`src/rtl/interrupt_controller.sv`:
```
// -----------------------------------------------------------------------------
// interrupt_controller
//
// Purpose:
//   Latches rising edges on the external interrupt lines and applies the
//   per-line mask, the global enable and a fixed lowest-index-wins priority.
//   When an interrupt is taken it issues a one-cycle PC redirect (intSig) to
//   the handler vector, then captures the interrupted PC (epc) and the line
//   index (cause). On return-from-interrupt it pulses ret_valid for one cycle,
//   and the core jumps to ret_addr (= epc).
//
// Ports:
//   clock        in   system clock, rising edge
//   reset        in   synchronous, active-high; clears all state
//   irq          in   [NUM_IRQ]  request lines, synchronous, rising-edge sensitive
//   pc_addr      in   [ADDR_W]   current PC, captured into epc on entry
//   int_en_set   in   enable-interrupts strobe
//   int_en_clr   in   disable-interrupts strobe (wins over set)
//   mask_we      in   mask write strobe
//   mask_wdata   in   [NUM_IRQ]  new mask, 1 = line allowed
//   pend_clr     in   [NUM_IRQ]  software clear of pending bits
//   eret         in   return-from-interrupt strobe
//   intSig       out  one-cycle redirect of the PC to the vector
//   epc          out  [ADDR_W]   captured interrupted address
//   cause        out  [CAUSE_W]  index of the line being serviced
//   in_service   out  handler active
//   pending      out  [NUM_IRQ]  pending register
//   int_enabled  out  global enable flag
//   ret_valid    out  one-cycle pulse: core must jump to ret_addr
//   ret_addr     out  [ADDR_W]   return address (mirrors epc)
//   vector_addr  out  [ADDR_W]   constant handler vector
// -----------------------------------------------------------------------------
module interrupt_controller #(
  parameter  int NUM_IRQ = 4,
  parameter  int ADDR_W  = 32,
  parameter  int VECTOR  = 213,
  localparam int CAUSE_W = $clog2(NUM_IRQ)
) (
  input  logic               clock,
  input  logic               reset,
  input  logic [NUM_IRQ-1:0] irq,
  input  logic [ADDR_W-1:0]  pc_addr,
  input  logic               int_en_set,
  input  logic               int_en_clr,
  input  logic               mask_we,
  input  logic [NUM_IRQ-1:0] mask_wdata,
  input  logic [NUM_IRQ-1:0] pend_clr,
  input  logic               eret,
  output logic               intSig,
  output logic [ADDR_W-1:0]  epc,
  output logic [CAUSE_W-1:0] cause,
  output logic               in_service,
  output logic [NUM_IRQ-1:0] pending,
  output logic               int_enabled,
  output logic               ret_valid,
  output logic [ADDR_W-1:0]  ret_addr,
  output logic [ADDR_W-1:0]  vector_addr
);

  typedef enum logic [1:0] {
    ST_IDLE    = 2'd0,
    ST_ENTER   = 2'd1,
    ST_SERVICE = 2'd2
  } state_t;

  state_t state_q, state_d;

  logic [NUM_IRQ-1:0] irq_prev_q;
  logic [NUM_IRQ-1:0] pending_q, pending_d;
  logic [NUM_IRQ-1:0] mask_q, mask_d;
  logic               int_en_q, int_en_d;
  logic [ADDR_W-1:0]  epc_q, epc_d;
  logic [CAUSE_W-1:0] cause_q, cause_d;
  logic               ret_valid_q, ret_valid_d;

  logic [NUM_IRQ-1:0] irq_edge;
  logic [NUM_IRQ-1:0] req;
  logic [NUM_IRQ-1:0] take_clr;
  logic [CAUSE_W-1:0] winner;
  logic               fire;

  // irq_prev_q resets to 0, so a line already high when reset drops is seen
  // as an edge in the first cycle out of reset.
  assign irq_edge = irq & ~irq_prev_q;
  assign req      = pending_q & mask_q;

  // An eret cycle never fires, so the earliest re-entry is the cycle after.
  assign fire = int_en_q && (state_q == ST_IDLE) && (|req) && !eret;

  // Lowest-index-wins priority: scan downwards so the last hit is the lowest.
  // NOTE: every signal assigned in an always_comb gets a default first; a
  // path that leaves one unassigned would infer a latch.
  always_comb begin
    winner   = '0;
    take_clr = '0;
    for (int i = NUM_IRQ - 1; i >= 0; i--) begin
      if (req[i]) winner = CAUSE_W'(i);
    end
    if (fire) take_clr[winner] = 1'b1;
  end

  // FSM next state.
  always_comb begin
    state_d = state_q;
    unique case (state_q)
      ST_IDLE:    if (fire) state_d = ST_ENTER;
      ST_ENTER:   state_d = ST_SERVICE;
      ST_SERVICE: if (eret) state_d = ST_IDLE;
      default:    state_d = ST_IDLE;
    endcase
  end

  // Datapath next state.
  always_comb begin
    // A new edge wins over a clear in the same cycle; masked lines still latch.
    pending_d   = (pending_q & ~pend_clr & ~take_clr) | irq_edge;
    mask_d      = mask_we ? mask_wdata : mask_q;
    // Clear has priority over set when both strobes arrive together.
    int_en_d    = int_en_clr ? 1'b0 : (int_en_set ? 1'b1 : int_en_q);
    // epc samples the PC during the redirect cycle, verbatim.
    epc_d       = (state_q == ST_ENTER) ? pc_addr : epc_q;
    cause_d     = fire ? winner : cause_q;
    // eret outside SERVICE is ignored and produces no return pulse.
    ret_valid_d = (state_q == ST_SERVICE) && eret;
  end

  // NOTE: sequential state uses non-blocking assignments so every register
  // samples the pre-edge values, independent of statement order.
  always_ff @(posedge clock) begin
    if (reset) begin
      state_q <= ST_IDLE;
    end else begin
      state_q <= state_d;
    end
  end

  always_ff @(posedge clock) begin
    if (reset) begin
      irq_prev_q  <= '0;
      pending_q   <= '0;
      mask_q      <= '0;
      int_en_q    <= 1'b0;
      epc_q       <= '0;
      cause_q     <= '0;
      ret_valid_q <= 1'b0;
    end else begin
      irq_prev_q  <= irq;
      pending_q   <= pending_d;
      mask_q      <= mask_d;
      int_en_q    <= int_en_d;
      epc_q       <= epc_d;
      cause_q     <= cause_d;
      ret_valid_q <= ret_valid_d;
    end
  end

  assign intSig      = (state_q == ST_ENTER);
  assign in_service  = (state_q == ST_SERVICE);
  assign epc         = epc_q;
  assign cause       = cause_q;
  assign pending     = pending_q;
  assign int_enabled = int_en_q;
  assign ret_valid   = ret_valid_q;
  assign ret_addr    = epc_q;
  assign vector_addr = ADDR_W'(VECTOR);

endmodule

```
`config.mk`:
```
export PLATFORM = sky130hd
export DESIGN_NAME = interrupt_controller
export DESIGN_NICKNAME = d
export VERILOG_FILES = /design/src/rtl/interrupt_controller.sv
export SDC_FILE = /design/constraint.sdc
export NUM_CORES = 1
export LEC_CHECK = 0
export ABC_CLOCK_PERIOD_IN_PS = 2000
export CAP_MARGIN = 0
export CORE_MARGIN = 8
export CORE_UTILIZATION = 35
export DETAILED_ROUTE_END_ITERATION = 7
export PLACE_DENSITY = 0.91
export SYNTH_ARGS = -nofsm -noshare
export SYNTH_HDL_FRONTEND = slang
export SYNTH_SLANG_ARGS = --single-unit
```
`constraint.sdc`:
```
create_clock -name clock -period 2 [get_ports clock]
set_input_delay 0.4 -clock clock [delete_from_list [all_inputs] [get_ports clock]]
set_output_delay 0.4 -clock clock [all_outputs]
set_load 0.005 [all_outputs]
```
=== Word level (Yosys, flattened, before mapping) ===
Cells that the tools add are included.

* Bits in registers: 50
* Input port bits: 50
* Output and inout bits: 106

* Magnitude comparators: 2
* Equality and inequality tests: 4
* Muxes and demuxes: 10
* Bitwise operators: 8
* Reductions and logical operators: 10

{| class="wikitable"
|+ Operator list
! cell !! count
|-
| $and A4 B4 Y4 || 4
|-
| $mux W2 || 6
|-
| $not A4 Y4 || 3
|-
| $pmux W2 S3 || 1
|-
| $logic_and A1 B1 Y1 || 5
|-
| $mux W4 || 1
|-
| $ne A2 B2 Y1 const B || 2
|-
| $or A4 B4 Y4 || 1
|-
| $reduce_or A4 Y1 || 1
|-
| $lt A2 B3 Y1 const B || 1
|-
| $demux W1 S2 || 1
|-
| $eq A2 B1 Y1 const B || 1
|-
| $eq A2 B2 Y1 const B || 1
|-
| $ge A2 B1 Y1 const B || 1
|-
| $logic_not A2 Y1 || 1
|-
| $reduce_and A2 Y1 || 1
|-
| $reduce_or A2 Y1 || 1
|-
| $logic_not A1 Y1 || 1
|-
| $mux W1 || 1
|}

=== Depth between registers and ports, before layout ===
* Word-level depth: 13
* Gate-level depth with buffers: 6
* Depth with buffers taken out: 4

=== Least setup slack after synthesis ===
OpenSTA, ideal clock, no wires.

* Path kind: input port to flip-flop
* Start point: input eret
* End point: register pending_q[3], in the netlist pending[3]
* Arrival: 1198 ps
* Required time: 1883 ps
* Slack: 685 ps
* Cell stages on the path: 4
* Cells stage by stage: nor4b_4 > and3_1 > nand3_1 > a32o_1

* Cells in the longest elaborated chain, start to end: 6

{| class="wikitable"
|+ Ends and longest elaborated chain
! item !! RTL line !! source
|-
| start: declaration || 48 || <nowiki>input logic eret,</nowiki>
|-
| $logic_not A1 Y1 || 88 || <nowiki>assign fire = int_en_q && (state_q == ST_IDLE) && (|req) && !eret;</nowiki>
|-
| $logic_and A1 B1 Y1 || 88 ||
|-
| $mux W4 || 99 || <nowiki>if (fire) take_clr[winner] = 1'b1;</nowiki>
|-
| $not A4 Y4 || 116 || <nowiki>pending_d = (pending_q & ~pend_clr & ~take_clr) | irq_edge;</nowiki>
|-
| $and A4 B4 Y4 || 116 ||
|-
| $or A4 B4 Y4 || 116 ||
|-
| end signal: assignment || 148 || <nowiki>pending_q <= pending_d;</nowiki>
|-
| end: declaration || 69 || <nowiki>logic [NUM_IRQ-1:0] pending_q, pending_d;</nowiki>
|}

Every way passes these cells.
A chain may end at the register's enable or synchronous reset.

=== Worst setup path after layout ===
* Start point: register state_q[1]
* End point: output in_service

* Cells in the longest elaborated chain, start to end: 1

{| class="wikitable"
|+ Ends and longest elaborated chain
! item !! RTL line !! source
|-
| start: declaration || 66 || <nowiki>state_t state_q, state_d;</nowiki>
|-
| start signal: assignment || 133 || <nowiki>state_q <= state_d;</nowiki>
|-
| $eq A2 B2 Y1 || 158 || <nowiki>assign in_service = (state_q == ST_SERVICE);</nowiki>
|-
| end: declaration || 52 || <nowiki>output logic in_service,</nowiki>
|}

Every way passes these cells.

==> results.md <==
* CP max FO at 3
* CTS H-tree lvls at 2
* Yosys warning total at 0
* Slew Limit Headroom at 66.0%
* Overflow after GRT at 0
* Actual slew at the worst max-slew pin at just over 0.5 ns
* Final Cycle Share at a little over 90%
* Sink Count at 50
* Die Span X at about 96 µm
* Async S/R FF share, synth at 0%
* Die H at 96.5 µm
* # setup viols final at 0
* Share of Yosys cell area claimed by the top area cell type at around 44%
* Initial antenna violation count at 0
* Vias in the first global route at 1976
* Critical path data required time at between 1.5 and 2 ns
* Post-Synthesis Cells at about 280
* Crit path DAT at 1.43 ns
* Unrepaired setup endpoints after global routing: false
* Routed Antenna Nets at 0
* Peak Freq at approximately 550 MHz
* CP Cell Sequence: nor2b_1, clkdlybuf4s50_1
* Peak supply drop at between 0.2 and 0.3 mV
* Post-synth EDFFs at 0
* #FFs+latches synth at 50
* Synthesized area per cell at between 8 and 9 µm²
* Setup crit end kind: primary output
* CTS tree: built
* Fin cells at roughly 440
* Gr usage total at around an eighth
* Final core utilization at a little over half
* # placed instances at 434
* Worst Skew at between 0.009 and 0.01 ns
* Number of post-CTS setup repair buffers at 0
* # resized after CTS at 0
* Share of layout cells above drive strength 1 at 3.84%
* GPL Wtd Cong at roughly 0.8
* Post-layout nets at 414
* DRC at 0
* Commonest register cell after synthesis: dfxtp_1
* Avg WL per Cell at ~14 µm
* Clock buffer depth at 2
* Outcome: finished, final reports clean
* Diode count at 0
* Hold crit path type: reg -> reg
* Most common cell in the netlist: nand2_1
* Post-synth top area cell: dfxtp_1
* Core area at 6310 µm²
* I/O Pins at 156
* Netlist cell types at 24
* Time the worst path needs with I/O delays and setup at about 1.8 ns
* Sequential Area at about 1000 µm²
* Crit path kind: reg -> out
* TritonCTS buffer count at 5
* Pre-Repair DR Iteration Count at 4
* Max-cap violations at 0
* Area of the multi-input gates at 825 µm²
* Seq/Total Area, Yosys at around 44%
* Startpoint Class: flop
* Post-Route WL at ~6.2 mm
* Leak Pwr at about 1.2 nW
* Clk_lat worst skew at just under 0.3 ns
* Setup TNS at 0 ns
* Vias at roughly 2000
* Pwr per Cell Area at slightly below 600 nW/µm²
* Clk Tree Root Cell: clkbuf_8
* Synth cell count leaders: nand2_1, buf_4, dfxtp_1
* Max-slew violations at 0
* Site Rows at 29
* Initial cell density of the core at between 30 and 40%
* Final hold viol count at 0
* Filler Cell Count at just under 600
* Clock transition at path regs at 0.09 ns
* First-pass GRT wire length at 9.36 mm
* Area growth syn-to-layout at 45.8%
* Die area at slightly above 9000 µm²
* Dpl hpwl at between 5 and 6 mm
* PortBufs at around 120
* Largest net degree at the start of global routing at 34
* CP max stage delay at approximately 0.54 ns
* 1st-iter DRT viols at 42
* Worst path slowest cell: clkdlybuf4s50_1
* Post-Syn Area at 2270 µm²
* Area contributors post-synth: dfxtp_1, buf_4, nand2_1
* Hold_buf cts at 0
* Vias/cell at 4.46
## flip-flops by register name (all words and copies together) (netlist names)
register	count
ret_valid	1
state_q	2
epc	32
cause	2
pending	4
int_enabled	1
mask_q	4
irq_prev_q	4
## cells by family after synthesis
group | count (synthesis) | share of synthesized area [%]
AND/OR/NAND/NOR | 98 | 18.8
buffers and inverters | 81 | 24.4
flip-flops | 50 | 44.2
AO/OA/AOI/OAI | 41 | 10.0
multiplexers | 5 | 2.21
other | 2 | 0.331
## path summary, 6_finish.rpt
check / start / to / slack (ns) / cells after the start
max: state_q[1]$_SDFFE_PP0P_ / in_service / 0.17 / 2
min: epc[4]$_SDFFE_PP0P_ / epc[4]$_SDFFE_PP0P_ / 0.48 / 2
max reg2reg: state_q[1]$_SDFFE_PP0P_ / pending[3]$_SDFF_PP0_ / 0.71 / 4
min reg2reg: epc[4]$_SDFFE_PP0P_ / epc[4]$_SDFFE_PP0P_ / 0.48 / 2
## metal layers
layer / track usage [%] / up-vias / part of all wire, %
li1: - / 957 / -
met3: 5.26 / 2 / 13
met1: 13.5 / 901 / 39
met5: 0 / - / 0
met4: 3.03 / 0 / 0.34
met2: 22.3 / 112 / 48
## report_power, final
group	internal (mW)	switching [mW]	total, mW
Sequential	1.01	0.0141	1.03
Clock	0.373	0.313	0.686
Combinational	0.123	0.0709	0.194
Total	1.51	0.398	1.91
## final cells by class
cell class,count,share of cell area (%)
Sequential cell,50,30.3
Tap cell,77,2.92
Timing Repair Buffer,127,38.0
Inverter,4,0.455
Clock buffer,6,2.20
Clock inverter,2,1.14
Multi-Input combinational cell,176,25.0
## worst max-delay path, delay by kind of cell, from the launching register on
kind,cells,cell delay (ns)
AND/OR/NAND/NOR,1,0.21
buffers and inverters,1,0.54
flip-flops,1,0.39
## per-stage QoR
step | cell area, µm² | setup WS, ns | power (mW) | hold WS, ns
after global placement | 3190 | 0.224 | 1.24 | 0.445
after global routing | 3300 | 0.0828 | 2.01 | 0.494
final | 3300 | 0.168 | 1.91 | 0.476
after detailed placement | 3190 | 0.216 | 1.24 | 0.465
after floorplan | 2380 | 0.685 | 1.16 | 0.442
after CTS | 3300 | 0.146 | 1.93 | 0.478
## layout by cell type, fill, tap and decap left out
cell / n
a21oi_1: 35
nand3b_1: 1
buf_4: 4
nor4b_4: 1
nand2_1: 72
and3_1: 1
buf_2: 1
bufinv_16: 1
dfxtp_1: 50
mux2i_1: 5
clkdlybuf4s50_1: 122
clkbuf_8: 5
o21ai_0: 1
inv_1: 3
nor3_1: 1
nor2_1: 9
a32o_1: 3
a221o_1: 1
nand3_1: 3
nand2b_1: 4
conb_1: 32
clkbuf_1: 1
and3b_1: 1
inv_2: 1
nor2b_1: 5
a211oi_1: 1
clkinvlp_4: 1
Power figures use the tool's default switching activity.
